`src/rtl/ac_interval_update.sv`:
```
// ac_interval_update: arithmetic-encoder interval update.
//
// Computes the new upper and lower bounds of the coding interval for one
// symbol per accepted beat, in a fixed 5-stage pipeline:
//   new_hi = (work_lo - SUB_HI + floor(r*cum_hi*inv_total / 2^W)) mod 2^W
//   new_lo = (work_lo - SUB_LO + floor(r*cum_lo*inv_total / 2^W)) mod 2^W
// where r = work_hi - work_lo + 1, held at W+1 bits.
// out_err flags a degenerate interval: inverted input bounds or inverted results.
//
// Ports:
//   clk, rst               clock, synchronous active-high reset
//   in_valid / in_ready    input handshake (in_ready = !out_valid | out_ready)
//   work_hi, work_lo       current interval bounds (W bits)
//   cum_hi, cum_lo         cumulative frequency edges of the symbol (W bits)
//   inv_total              reciprocal of total count scaled by 2^W (W+1 bits)
//   in_tag / out_tag       sideband tag carried with each beat
//   out_valid / out_ready  output handshake
//   new_hi, new_lo         updated bounds
//   out_err                degenerate-interval flag for this beat
module ac_interval_update #(
  parameter int unsigned W      = 16,
  parameter int unsigned TAG_W  = 4,
  parameter int unsigned SUB_HI = 1,
  parameter int unsigned SUB_LO = 0
) (
  input  logic             clk,
  input  logic             rst,
  input  logic             in_valid,
  output logic             in_ready,
  input  logic [W-1:0]     work_hi,
  input  logic [W-1:0]     work_lo,
  input  logic [W-1:0]     cum_hi,
  input  logic [W-1:0]     cum_lo,
  input  logic [W:0]       inv_total,
  input  logic [TAG_W-1:0] in_tag,
  output logic             out_valid,
  input  logic             out_ready,
  output logic [W-1:0]     new_hi,
  output logic [W-1:0]     new_lo,
  output logic             out_err,
  output logic [TAG_W-1:0] out_tag
);

  localparam int unsigned RcW   = 2 * W + 1;  // r * cum
  localparam int unsigned PW    = 3 * W + 2;  // r * cum * inv_total
  localparam logic [W-1:0] SubHi = W'(SUB_HI);
  localparam logic [W-1:0] SubLo = W'(SUB_LO);
  localparam logic [W:0]   One   = (W+1)'(1);

  logic en;
  logic [4:0] vld;  // vld[k] is the valid bit of stage k+1

  // Stage 1: registered inputs and interval range
  logic [W:0]       s1_r;
  logic [W-1:0]     s1_cum_hi, s1_cum_lo, s1_lo;
  logic [W:0]       s1_inv;
  logic             s1_err;
  logic [TAG_W-1:0] s1_tag;
  // Stage 2: r * cum
  logic [RcW-1:0]   s2_rc_hi, s2_rc_lo;
  logic [W:0]       s2_inv;
  logic [W-1:0]     s2_lo;
  logic             s2_err;
  logic [TAG_W-1:0] s2_tag;
  // Stage 3: partials against inv_total split into low W bits and the top bit
  logic [PW-1:0]    s3_pa_hi, s3_pa_lo;
  logic [RcW-1:0]   s3_pb_hi, s3_pb_lo;
  logic [W-1:0]     s3_lo;
  logic             s3_err;
  logic [TAG_W-1:0] s3_tag;
  // Stage 4: scaled quotient and offset lower bound
  logic [W-1:0]     s4_q_hi, s4_q_lo, s4_base_hi, s4_base_lo;
  logic             s4_err;
  logic [TAG_W-1:0] s4_tag;

  logic [PW-1:0]    sum_hi, sum_lo;
  logic [W-1:0]     nh, nl;
  logic             unused_sum;

  assign en        = ~out_valid | out_ready;
  assign in_ready  = en;
  assign out_valid = vld[4];

  always_comb begin
    sum_hi = s3_pa_hi + (PW'(s3_pb_hi) << W);
    sum_lo = s3_pa_lo + (PW'(s3_pb_lo) << W);
    nh     = s4_base_hi + s4_q_hi;
    nl     = s4_base_lo + s4_q_lo;
  end

  // Only bits [2W-1:W] of the full product survive the >>W and the mod 2^W.
  assign unused_sum = ^{sum_hi[PW-1:2*W], sum_hi[W-1:0], sum_lo[PW-1:2*W], sum_lo[W-1:0]};

  // Valid chain and output register: reset to zero, held while stalled.
  always_ff @(posedge clk) begin
    if (rst) begin
      vld     <= '0;
      new_hi  <= '0;
      new_lo  <= '0;
      out_err <= 1'b0;
      out_tag <= '0;
    end else if (en) begin
      vld     <= {vld[3:0], in_valid};
      new_hi  <= nh;
      new_lo  <= nl;
      out_err <= s4_err | (nh < nl);
      out_tag <= s4_tag;
    end
  end

  // Internal datapath: no reset needed, qualified by the valid chain.
  always_ff @(posedge clk) begin
    if (en) begin
      s1_r      <= {1'b0, work_hi} - {1'b0, work_lo} + One;
      s1_cum_hi <= cum_hi;
      s1_cum_lo <= cum_lo;
      s1_lo     <= work_lo;
      s1_inv    <= inv_total;
      s1_err    <= work_hi < work_lo;
      s1_tag    <= in_tag;

      s2_rc_hi  <= RcW'(s1_r) * RcW'(s1_cum_hi);
      s2_rc_lo  <= RcW'(s1_r) * RcW'(s1_cum_lo);
      s2_inv    <= s1_inv;
      s2_lo     <= s1_lo;
      s2_err    <= s1_err;
      s2_tag    <= s1_tag;

      s3_pa_hi  <= PW'(s2_rc_hi) * PW'(s2_inv[W-1:0]);
      s3_pa_lo  <= PW'(s2_rc_lo) * PW'(s2_inv[W-1:0]);
      s3_pb_hi  <= s2_inv[W] ? s2_rc_hi : '0;
      s3_pb_lo  <= s2_inv[W] ? s2_rc_lo : '0;
      s3_lo     <= s2_lo;
      s3_err    <= s2_err;
      s3_tag    <= s2_tag;

      s4_q_hi    <= sum_hi[2*W-1:W];
      s4_q_lo    <= sum_lo[2*W-1:W];
      s4_base_hi <= s3_lo - SubHi;
      s4_base_lo <= s3_lo - SubLo;
      s4_err     <= s3_err;
      s4_tag     <= s3_tag;
    end
  end

endmodule

```
`config.mk`:
```
export PLATFORM = sky130hd
export DESIGN_NAME = ac_interval_update
export DESIGN_NICKNAME = d
export VERILOG_FILES = /design/src/rtl/ac_interval_update.sv
export SDC_FILE = /design/constraint.sdc
export NUM_CORES = 2
export LEC_CHECK = 0
export ABC_AREA = 1
export CAP_MARGIN = 20
export CELL_PAD_IN_SITES_DETAIL_PLACEMENT = 0
export CELL_PAD_IN_SITES_GLOBAL_PLACEMENT = 1
export CORE_ASPECT_RATIO = 0.5
export CORE_MARGIN = 2
export CORE_UTILIZATION = 51
export CTS_BUF_LIST = sky130_fd_sc_hd__clkbuf_8
export CTS_CLUSTER_SIZE = 40
export DETAILED_ROUTE_END_ITERATION = 16
export GPL_TIMING_DRIVEN = 0
export PLACE_DENSITY = 0.94
export SLEW_MARGIN = 30
export SYNTH_ARGS = -nofsm -noshare
export SYNTH_HDL_FRONTEND = slang
export SYNTH_SLANG_ARGS = --single-unit
```
`constraint.sdc`:
```
create_clock -name clk -period 32.9 [get_ports clk]
set_input_delay 9.87 -clock clk [delete_from_list [all_inputs] [get_ports clk]]
set_output_delay 9.87 -clock clk [all_outputs]
set_load 0.01 [all_outputs]
```
Word level (Yosys, flattened, before mapping)
Cells that the tools add are included.

storage, ports and cells
  bits of input ports = 89
  register bits after elaboration = 419
  logic and storage cells = 47
  output and inout port bits = 39

operators by class
  multipliers = 4
  add/subtract/negate cells = 7
  magnitude comparators = 2
  bitwise logic cells = 3

operators by type and width
  kind                                                 count
  multiplier 17 x 16 -> 33 bit                         2
  multiplier 33 x 16 -> 32 bit                         2
  adder 32 bit                                         2
  adder 16 bit                                         2
  < comparator 16 bit                                  2
  adder 17 x 1 -> 17 bit (second input constant)       1
  subtractor 16 x 16 -> 17 bit                         1
  subtractor 16 x 1 -> 16 bit (second input constant)  1
  OR 1 bit                                             2
  inverter 1 bit                                       1

Logic depth before layout (Yosys ltp)
  depth in word-level cells = 3
  mapped depth = 28
  gate-level depth less buffers = 26

Least setup slack after synthesis
No wires, ideal clock.

  path type = in2out
  from = input out_ready
  to = output in_ready
  setup slack = 3.479 ns
  path buffers = 1
  stages on the path = 3
  required time = 23.030 ns
  arrival = 19.551 ns
  path through = nor2_1 > clkinv_1 > clkbuf_1

between the ends
  word-level cells in the longest chain between the ends = 1

RTL lines
  what             line  source
  start, declared  37    input logic out_ready,
  OR 1 bit         80    assign en = ~out_valid | out_ready;
  end, declared    29    output logic in_ready,

No other way between the ends.

Worst setup path after layout
Ends and elaborated chain as after synthesis.

==> flow_summary.yaml <==
floorplan:
  die_w_um: 489
  num_rows: 88
  die_h_um: 246
  core_area_um2: 116000
  die_area_um2: 120000
  initial_core_util: 0.517
  ios: 128
synth:
  synth_top_cell_by_area: "fa_1"
  syn_inst: 7220
  postSynthNetCount: 8776
  ys_types: 58
  synthTopCellsByArea: "fa_1 34%, edfxtp_1 17%, inv_1 13%"
  synthDominantCellAreaShare: 0.345
  synth_seq_area_share: 0.186
  ys_ff_latch: 385
  syn_area_um2: 59900
  yosysWarnings: 0
  synth.avg_cell_area_um2: 8.30
drt:
  ant_nets: 0
  drt-wirelength-per-cell_um: 20.0
  drtIter0Drc: 4925
  vias: 47700
  drt-total-wl_mm: 181
  drt_drc_violations_left: 0
  drt_pass1_iterations: 7
  via_per_inst: 5.27
critical_path:
  critPathMaxStageDelay_ps: 580
  critPathRequiredTime_ps: 23030
  cp_num_buf_inv: 4
  crit_type: "in2out"
  crit_family: "buffers and inverters"
  end_kind: "output port"
  crit_fanout: 35
  crit_path_start_kind: "primary input"
  crit_top_cell: "clkdlybuf4s50_1"
  crit_path_top_delay_cell: "clkdlybuf4s50_1"
  worstPathArrival_ps: 11820
  path_cells: "clkdlybuf4s50_1, nor2_1, clkinv_1, clkbuf_4, clkdlybuf4s50_1"
clock_tree:
  cts-resized-gates: 0
  clk_path_buf_depth: 3
  cts_tree: "yes"
  cts-root-buf: "clkbuf_8"
  cts_setup_buffers: 0
  cts_sinks: 385
  htreeDepth: 2
  clk_pin_slew_worst_paths_ps: 90
  cts_buffers: 59
  holdBufCountCts: 0
  clock_latency_ps: 810
status:
  status: "completed"
global_route:
  grt_pass1_vias: 47800
  grt_usage: 0.308
  antenna_found_initial: 3
  grt_max_degree: 49
  grt_overflow: 0
  grt_pass1_wl_mm: 278
sta:
  period_share: 0.659
  max_clock_freq_mhz: 46.1
  hold_violations: 0
  setup_viol: 0
  fin_ws_ps: 11210
  finClkSkew_ps: 94.9
  rsz0062_at_grt: "false"
  slew_headroom: 0.230
  slew_viol_final: 0
  fin_crit_ps: 21690
  worst_slew_pin_slew_ps: 1160
run:
  cap_violations: 0
placed_design:
  globalplace.congestion: 0.999
  pre_cts_ws_ps: 11220
  io_buffers: 127
  dp_hpwl_mm: 146
cells_and_area:
  drive_above_1_share: 0.0267
  fillers: 10600
  area_growth_pct: 7.78
  nNetsFinal: 8973
worst_hold_path:
  hold_class: "reg2reg"
-- through the flow --
step	TNS [ps]	hold slack (ps)	std cells	area [um^2]	util
floorplan	0	400	7220	59900	-
global placement	-2810	400	8922	63200	0.545
detailed placement	0	405	8930	63300	0.546
CTS	0	392	9039	64500	0.557
global route	0	403	9040	64600	0.557
finish	0	389	9046	64600	0.557
-- cell usage after synthesis, drive strengths merged --
library cell and n:
and2 2, a21boi 5, o211a 3, o21a 9, edfxtp 343, dfxtp 42, a21o 21, nor3b 1
o21ai 141, nor2 169, o21bai 26, a21oi 220, nor3 46, inv 2041, ha 435, o311ai 1
o211ai 7, clkinv 2, a211oi 1, nand2 1961, or2 4, xor2 130, o2111ai 6, nand4 31
a221oi 1, a31oi 14, xnor2 42, clkbuf 258, nand3b 16, and3 2, o221ai 1, buf 46
nand3 147, o31ai 8, fa 1032, nor4 6
-- cells in the final DEF (no fill, tap or decap), drive strengths merged, types with 2 or more instances in the layout --
cell,n
fa,1032
a21oi,220
nor3,46
a21boi,5
nand3b,16
diode,6
nor4,6
o21ai,141
o211a,3
xor2,130
and3,2
xnor2,42
o21a,9
edfxtp,343
clkinvlp,5
nor2,169
clkbuf,317
clkdlybuf4s50,127
o31ai,8
dfxtp,42
nand3,147
a31oi,14
o21bai,26
ha,435
o211ai,7
buf,55
inv,2058
nand2,1961
bufinv,5
a21o,21
and2,2
o2111ai,6
clkinv,25
or2,4
nand4,31
-- cell type report --
class                           count  area, um^2  area share
Antenna cell                        6        15.0    0.000233
Buffer                            304        1240      0.0192
Clock buffer                       59         812      0.0126
Clock inverter                     50         383     0.00593
Inverter                         2043        7670       0.119
Multi-Input combinational cell   4488       39900       0.618
Sequential cell                   385       11100       0.173
Tap cell                         1575        1970      0.0305
Timing Repair Buffer              136        1470      0.0227
-- cell families (layout without fill, tap and decap cells) --
group / after synthesis / in the layout / synth area share
AOI/OAI and AO/OA: 464 / 464 / 0.0447
DFF: 385 / 385 / 0.186
adders and majority gates: 1467 / 1467 / 0.436
xor gates and xnor gates: 172 / 172 / 0.0254
buffers and inverters: 2347 / 2592 / 0.148
other: 0 / 6 / 0
and+or+nand+nor: 2385 / 2385 / 0.160
-- final timing paths --
check | end | cells after the start | from | slack [ps]
max | in_ready | 5 | out_ready | 11210
min reg2reg | s2_inv[2] | 0 | s1_inv[2] | 390
max reg2reg | s3_pa_hi[31] | 23 | s2_inv[1] | 24810
min | s2_inv[2] | 0 | s1_inv[2] | 390
-- flip-flops by register name, summed over array words and instances (netlist names), 17 cells and up --
name and flops:
s1_r 17, s2_rc_lo 32, s1_inv 17, s2_rc_hi 32, s2_inv 17
-- metal layers --
| metal | wire, um | track usage | vias to the layer above |
|---|---|---|---|
| met1 | 73200 | 0.425 | 23300 |
| li1 | - | - | 21500 |
| met3 | 22900 | 0.0874 | 438 |
| met5 | 60 | 0.00523 | - |
| met4 | 8030 | 0.118 | 4 |
| met2 | 76700 | 0.459 | 2523 |
-- worst reg2reg max path, delay by kind of cell, from the launching register on --
family                   cells  cell delay [ps]
buffers and inverters        8             2020
adder cells (fa/ha/maj)      7             3670
AND/OR/NAND/NOR              7             1550
flip-flops                   1              320
AO/OA/AOI/OAI                1              180
Power is not shown: default switching activity piles up to over one toggle a cycle in this logic, so the estimate is an artifact.
